--- src/rtl/fetch_redirect_unit.sv ---
// Fetch stage: owns pc_F, drives a 1-cycle-latency instruction memory, and presents
// {instr_D, pc_D, valid_D} to decode with branch squash and stall skid buffering.
module fetch_redirect_unit #(
   parameter int unsigned       ADDR_W   = 32,
   parameter int unsigned       INSTR_W  = 32,
   parameter logic [ADDR_W-1:0] RESET_PC = '0,
   parameter int unsigned       PC_INC   = 4
) (
   input  logic               clk,
   input  logic               rst_n,
   input  logic               select_pc,
   input  logic               flush,
   input  logic               stall,
   input  logic [ADDR_W-1:0]  branch_target,
   output logic               imem_en,
   output logic [ADDR_W-1:0]  imem_addr,
   input  logic [INSTR_W-1:0] imem_rdata,
   output logic [INSTR_W-1:0] instr_D,
   output logic [ADDR_W-1:0]  pc_D,
   output logic               valid_D
);

   localparam logic [ADDR_W-1:0] PC_STEP = ADDR_W'(PC_INC);

   typedef enum logic [1:0] {
      ST_BOOT   = 2'd0,
      ST_RUN    = 2'd1,
      ST_SQUASH = 2'd2
   } state_t;

   state_t              state_q, state_d;
   logic [ADDR_W-1:0]   pc_q, pc_d;

   // Bookkeeping for the word returning from memory this cycle
   logic                req_q;
   logic [ADDR_W-1:0]   req_pc_q;
   logic                flush_q;

   // One-entry skid buffer for a word that returns while decode is stalled
   logic                skid_full_q;
   logic [INSTR_W-1:0]  skid_instr_q;
   logic [ADDR_W-1:0]   skid_pc_q;

   // Last values shown to decode, replayed while stalled
   logic [INSTR_W-1:0]  hold_instr_q;
   logic [ADDR_W-1:0]   hold_pc_q;
   logic                hold_valid_q;

   logic                kill;
   logic                arrive;

   // Returning word is wrong-path after a redirect or a standalone flush
   assign kill      = (state_q == ST_SQUASH) | flush_q;
   assign arrive    = req_q & ~kill;
   assign imem_addr = pc_q;

   // State register and PC
   always_ff @(posedge clk or negedge rst_n) begin
      if (!rst_n) begin
         state_q <= ST_BOOT;
         pc_q    <= RESET_PC;
      end else begin
         state_q <= state_d;
         pc_q    <= pc_d;
      end
   end

   // Next state, next PC and read request; redirect beats stall beats sequential
   always_comb begin
      state_d = state_q;
      pc_d    = pc_q;
      imem_en = 1'b0;
      unique case (state_q)
         ST_BOOT: begin
            imem_en = 1'b1;
            state_d = ST_RUN;
            pc_d    = pc_q + PC_STEP;
         end
         ST_RUN, ST_SQUASH: begin
            // Never request while the skid holds a word, so it cannot overflow
            imem_en = select_pc | (~stall & ~skid_full_q);
            if (select_pc) begin
               state_d = ST_SQUASH;
               pc_d    = branch_target;
            end else begin
               state_d = ST_RUN;
               if (imem_en) begin
                  pc_d = pc_q + PC_STEP;
               end
            end
         end
         default: begin
            state_d = ST_BOOT;
         end
      endcase
      // BOOT is also the reset state; no request goes out until reset is released
      imem_en = imem_en & rst_n;
   end

   // Track which address (if any) returns next cycle and whether it is squashed
   always_ff @(posedge clk or negedge rst_n) begin
      if (!rst_n) begin
         req_q    <= 1'b0;
         req_pc_q <= '0;
         flush_q  <= 1'b0;
      end else begin
         req_q    <= imem_en;
         req_pc_q <= pc_q;
         flush_q  <= flush;
      end
   end

   // Skid capture during stall; drained on stall release, dropped on redirect
   always_ff @(posedge clk or negedge rst_n) begin
      if (!rst_n) begin
         skid_full_q  <= 1'b0;
         skid_instr_q <= '0;
         skid_pc_q    <= '0;
      end else if (stall && !select_pc) begin
         if (!skid_full_q && arrive) begin
            skid_full_q  <= 1'b1;
            skid_instr_q <= imem_rdata;
            skid_pc_q    <= req_pc_q;
         end
      end else begin
         skid_full_q <= 1'b0;
      end
   end

   // Decode-facing mux: hold while stalled, else skid first, then fresh memory data
   always_comb begin
      instr_D = hold_instr_q;
      pc_D    = hold_pc_q;
      valid_D = hold_valid_q;
      if (!stall) begin
         if (skid_full_q) begin
            instr_D = skid_instr_q;
            pc_D    = skid_pc_q;
            valid_D = ~kill;
         end else if (req_q) begin
            instr_D = imem_rdata;
            pc_D    = req_pc_q;
            valid_D = ~kill;
         end else begin
            valid_D = 1'b0;
         end
      end
   end

   // Remember what decode saw this cycle so a stall can replay it
   always_ff @(posedge clk or negedge rst_n) begin
      if (!rst_n) begin
         hold_instr_q <= '0;
         hold_pc_q    <= '0;
         hold_valid_q <= 1'b0;
      end else begin
         hold_instr_q <= instr_D;
         hold_pc_q    <= pc_D;
         hold_valid_q <= valid_D;
      end
   end

endmodule

--- config.mk ---
export PLATFORM = sky130hd
export DESIGN_NAME = fetch_redirect_unit
export DESIGN_NICKNAME = d
export VERILOG_FILES = /design/src/rtl/fetch_redirect_unit.sv
export SDC_FILE = /design/constraint.sdc
export NUM_CORES = 1
export LEC_CHECK = 0
export BUFFER_PORTS_ARGS = -buffer_cell sky130_fd_sc_hd__buf_2
export CORE_MARGIN = 4
export CORE_UTILIZATION = 45
export CTS_CLUSTER_SIZE = 30
export DETAILED_ROUTE_END_ITERATION = 6
export PLACE_DENSITY = 0.71
export SYNTH_ARGS = -nofsm -noshare
export SYNTH_HDL_FRONTEND = slang
export SYNTH_SLANG_ARGS = --single-unit
--- constraint.sdc ---
create_clock -name clk -period 2.84 [get_ports clk]
set_clock_uncertainty 0.15 [all_clocks]
set_input_delay 0 -clock clk [delete_from_list [all_inputs] [get_ports clk]]
set_output_delay 0 -clock clk [all_outputs]
set_load 0.01 [all_outputs]
==> impl.org <==
** Detailed routing
- Once detail routing completed, the nets flagged for antenna violations numbered 0.
- Post-DR vias/cell :: 5.63
- Mean routed wirelength per cell :: 18.4 µm
- For this run, design rule violations remaining after detail routing come to 0.
- The detailed router placed 7205 vias in this run.
- The detailed router finished its first iteration with 490 violations.
- The first detailed-routing pass took 5 iterations.
- After detailed routing, the total wire length is 23.6 mm.

** Clocking
- Clock tree root driver cell :: sky130_fd_sc_hd__clkbuf_16
- After clock tree synthesis, the setup repair step added 0 buffers.
- Buffers inserted during clock tree synthesis total 17.
- After clock tree synthesis, the clock-pin slew on the worst setup and hold paths is 70 ps.
- CTS tree :: built
- The H-tree was split into 4 levels.
- Maximum number of buffers from clock root to sink :: 2
- The clock net in this run drives a total of 198 sinks.
- The clock reaches the later pin of the worst-skew pair after 430 ps.

** Setup path
- For the worst flop-to-flop path, the logic depth is 6.
- STA classifies the critical path endpoint as an output pin.
- Capturing element of the worst setup path :: instr_D[15]
- Reg2Reg Launch Point :: imem_addr[2]
- The worst setup path is launched from a flip-flop.
- First element of the critical path :: skid_full_q
- Along the worst path, the maximum fanout reaches 44.
- Critical Path AT :: 2370 ps
- The worst setup path is of the flip-flop to output pin kind.
- STA puts the critical path data required time at 2690 ps.
- The worst register-to-register path has a setup slack of 530 ps.
- The endpoint identified for the worst register-to-register timing path is imem_addr[28].

** Final layout
- The final layout contains 1080 nets.
- Of the cells placed in the final design, the portion with a size suffix greater than 1 is 29.2%.
- Compared with the post-synthesis result, the final layout area differs by 28.3%.
- Most common cell after layout, fill and taps aside :: sky130_fd_sc_hd__dfrtp_1
- Total area of multi-input combinational cells :: 0.00350 mm²
- Commonest non-fill, non-tap cells in the layout :: 196 x sky130_fd_sc_hd__dfrtp_1, 165 x sky130_fd_sc_hd__buf_2, 83 x sky130_fd_sc_hd__a21oi_1, 78 x sky130_fd_sc_hd__o21ai_0, 71 x sky130_fd_sc_hd__dlygate4sd3_1
- The number of antenna diodes in the final layout is 0.
- Footprint of the flip-flops and latches :: 0.00496 mm²
- Fillcell total :: 1525

** Synthesis
- Mean area per synthesized cell :: 11.1 µm²
- In the post-synthesis netlist, the biggest area contributors are sky130_fd_sc_hd__dfrtp_1 57%, sky130_fd_sc_hd__mux2_2 8.3%, sky130_fd_sc_hd__a22oi_1 6.0%.
- Synth async-reset ratio :: 100%
- Most instantiated flip-flop cell in the synthesis netlist :: sky130_fd_sc_hd__dfrtp_1
- Area of the mapped netlist :: 0.00869 mm²
- Register area share after synthesis :: 57.0%
- Synthesis handed over a netlist of 784 instances.
- The share of synthesized area in the top cell type comes to 57.0%.
- Number of distinct library cells after synthesis :: 54
- Post-synthesis sequential element count :: 198
- Count of synthesis-stage warnings from yosys :: 0
- The largest total area in the synthesized netlist belongs to sky130_fd_sc_hd__dfrtp_1.
- Post-synth EDFFs :: 0
- Nets in the synthesized netlist :: 857

** Run status
- The flow ran to the end, and the final reports show no timing, DRC or antenna violations.

** Place
- In this run the tool buffered the top-level ports with 166 buffer cells.
- Gp weighted congestion :: 0.819
- Post-DP HPWL :: 14.5 mm

** Die
- I/O pin cnt :: 167
- The die is 147 µm wide.
- Num rows :: 50
- The die covers 0.0216 mm².
- For this configuration, the core starts out at a cell density of 46.2%.
- The total area inside the core boundary comes to 0.0188 mm².
- Die Y-Extent :: 147 µm

** Global route
- The via count of the first global-routing pass was 7111.
- Global routing used 21.8% of the available tracks across all layers.
- Total global routing overflow :: 0
- The initial antenna violation count was 0.
- Entering global routing, the biggest net connects 122 pins.
- Wire length of the first global-routing pass :: 38.2 mm

** STA
- Worst Max-Slew Pin Slew :: 711 ps
- Highest Clock Rate :: 397 MHz
- The number of failing hold endpoints at the final stage came to 0.
- Tightest slew margin relative to the limit :: 52.6%
- The number of pins exceeding their max-slew limit in the final report came to 0.
- Final critical-path required period :: 2520 ps
- In the finished design, the share of the clock period the worst path needs comes to 88.7%.
- For the final routed database, the setup TNS stands at 0 ps.
- Final worst hold slack :: 57.9 ps
- Setup violations remaining at the end of the flow were counted as 0.
- Setup repair after global routing missed its margin :: false

** Worst hold path
- In this run the most critical hold path is launched from flush.
- The worst hold path belongs to the class input pin to flip-flop.

** Job
- Max_cap viols :: 0

** Power
- For this design the static power due to leakage is 4.78 nW.
- In this run the power density over the cells is 1120 mW/mm².
- Worst IR Drop VDD :: 0.562 mV
sequential cells by signal (all words and copies together), names as in the netlist, 2 cells and up:
name	count
hold_instr_q	32
hold_pc_q	32
imem_addr	32
req_pc_q	32
skid_instr_q	32
skid_pc_q	32
state_q	2
logic make-up after synthesis:
family | after synthesis | synth area share [%]
DFF | 198 | 57.0
and+or+nand+nor | 182 | 11.7
muxes | 64 | 8.29
AOI/OAI and AO/OA | 276 | 19.5
adders and majority gates | 4 | 0.576
buffers and inverters | 60 | 2.96
worst min path at each step:
| stage | slack, ps | depth (start not counted) | end |
|---|---|---|---|
| 3_5_place_dp | -230 | 1 | hold_instr_q[27] |
| 6_report | 60 | 2 | flush_q |
| 2_1_floorplan | -450 | 0 | flush_q |
| 4_1_cts | 40 | 2 | flush_q |
| 5_1_grt | 60 | 2 | flush_q |
| 3_3_place_gp | -230 | 1 | hold_instr_q[27] |
worst max-delay path: stages (launching register included):
cell and delay (ps):
sky130_fd_sc_hd__dfrtp_2 690, sky130_fd_sc_hd__nor2b_4 240, sky130_fd_sc_hd__buf_4 470, sky130_fd_sc_hd__a22oi_1 140
sky130_fd_sc_hd__o21ai_0 180, sky130_fd_sc_hd__buf_2 200
layer usage:
metal | vias up | track usage [%] | wire length (µm)
met5 | - | 0 | 0
met4 | 0 | 4.61 | 169
met3 | 16 | 3.89 | 1480
met2 | 258 | 35.3 | 11300
met1 | 3603 | 31.2 | 10600
li1 | 3328 | - | -
stage by stage:
stage	setup slack (ps)	std cells	cell area, µm²	utilization [%]	power [mW]
final	320	1280	11200	59.2	12.5
after global routing	136	1280	11200	59.2	13.4
after CTS	312	1280	11200	59.2	12.5
after detailed placement	561	1176	9850	52.3	10.1
after global placement	593	1176	9850	52.3	9.89
after floorplan	655	784	8690	-	8.13
synth_stat cells, drive strengths merged, types with 3 or more instances:
cell type and n:
and3 3, nor2b 66, a211oi 5, clkbuf 39, nor4 4, nand4 8, a21oi 83, nand2 39
o21ai 78, ha 4, nor3 5, inv 4, o211ai 5, dfrtp 198, nor2 25, nand3 20
mux2 64, a311oi 3, o22ai 9, o31ai 3, a22oi 70, buf 17, a31oi 3
power by group:
part	internal (mW)	switching, mW	leakage [nW]
registers	4.16	1.01	2.29
clock network	1.23	1.10	0.274
logic	2.21	2.76	2.21
area by class of cell:
cell class	count	area share, %
Sequential cell	198	44.5
Clock inverter	15	1.31
Clock buffer	17	3.82
Inverter	4	0.135
Timing Repair Buffer	260	16.0
Multi-Input combinational cell	526	31.4
Tap cell	260	2.92
repair_timing:
action / CTS / global route
endpoints found under the hold margin: 300 / 0
hold buffers: 72 / 0
gates resized for setup: 0 / 0
Note: power is estimated with default switching activity, not from simulation.
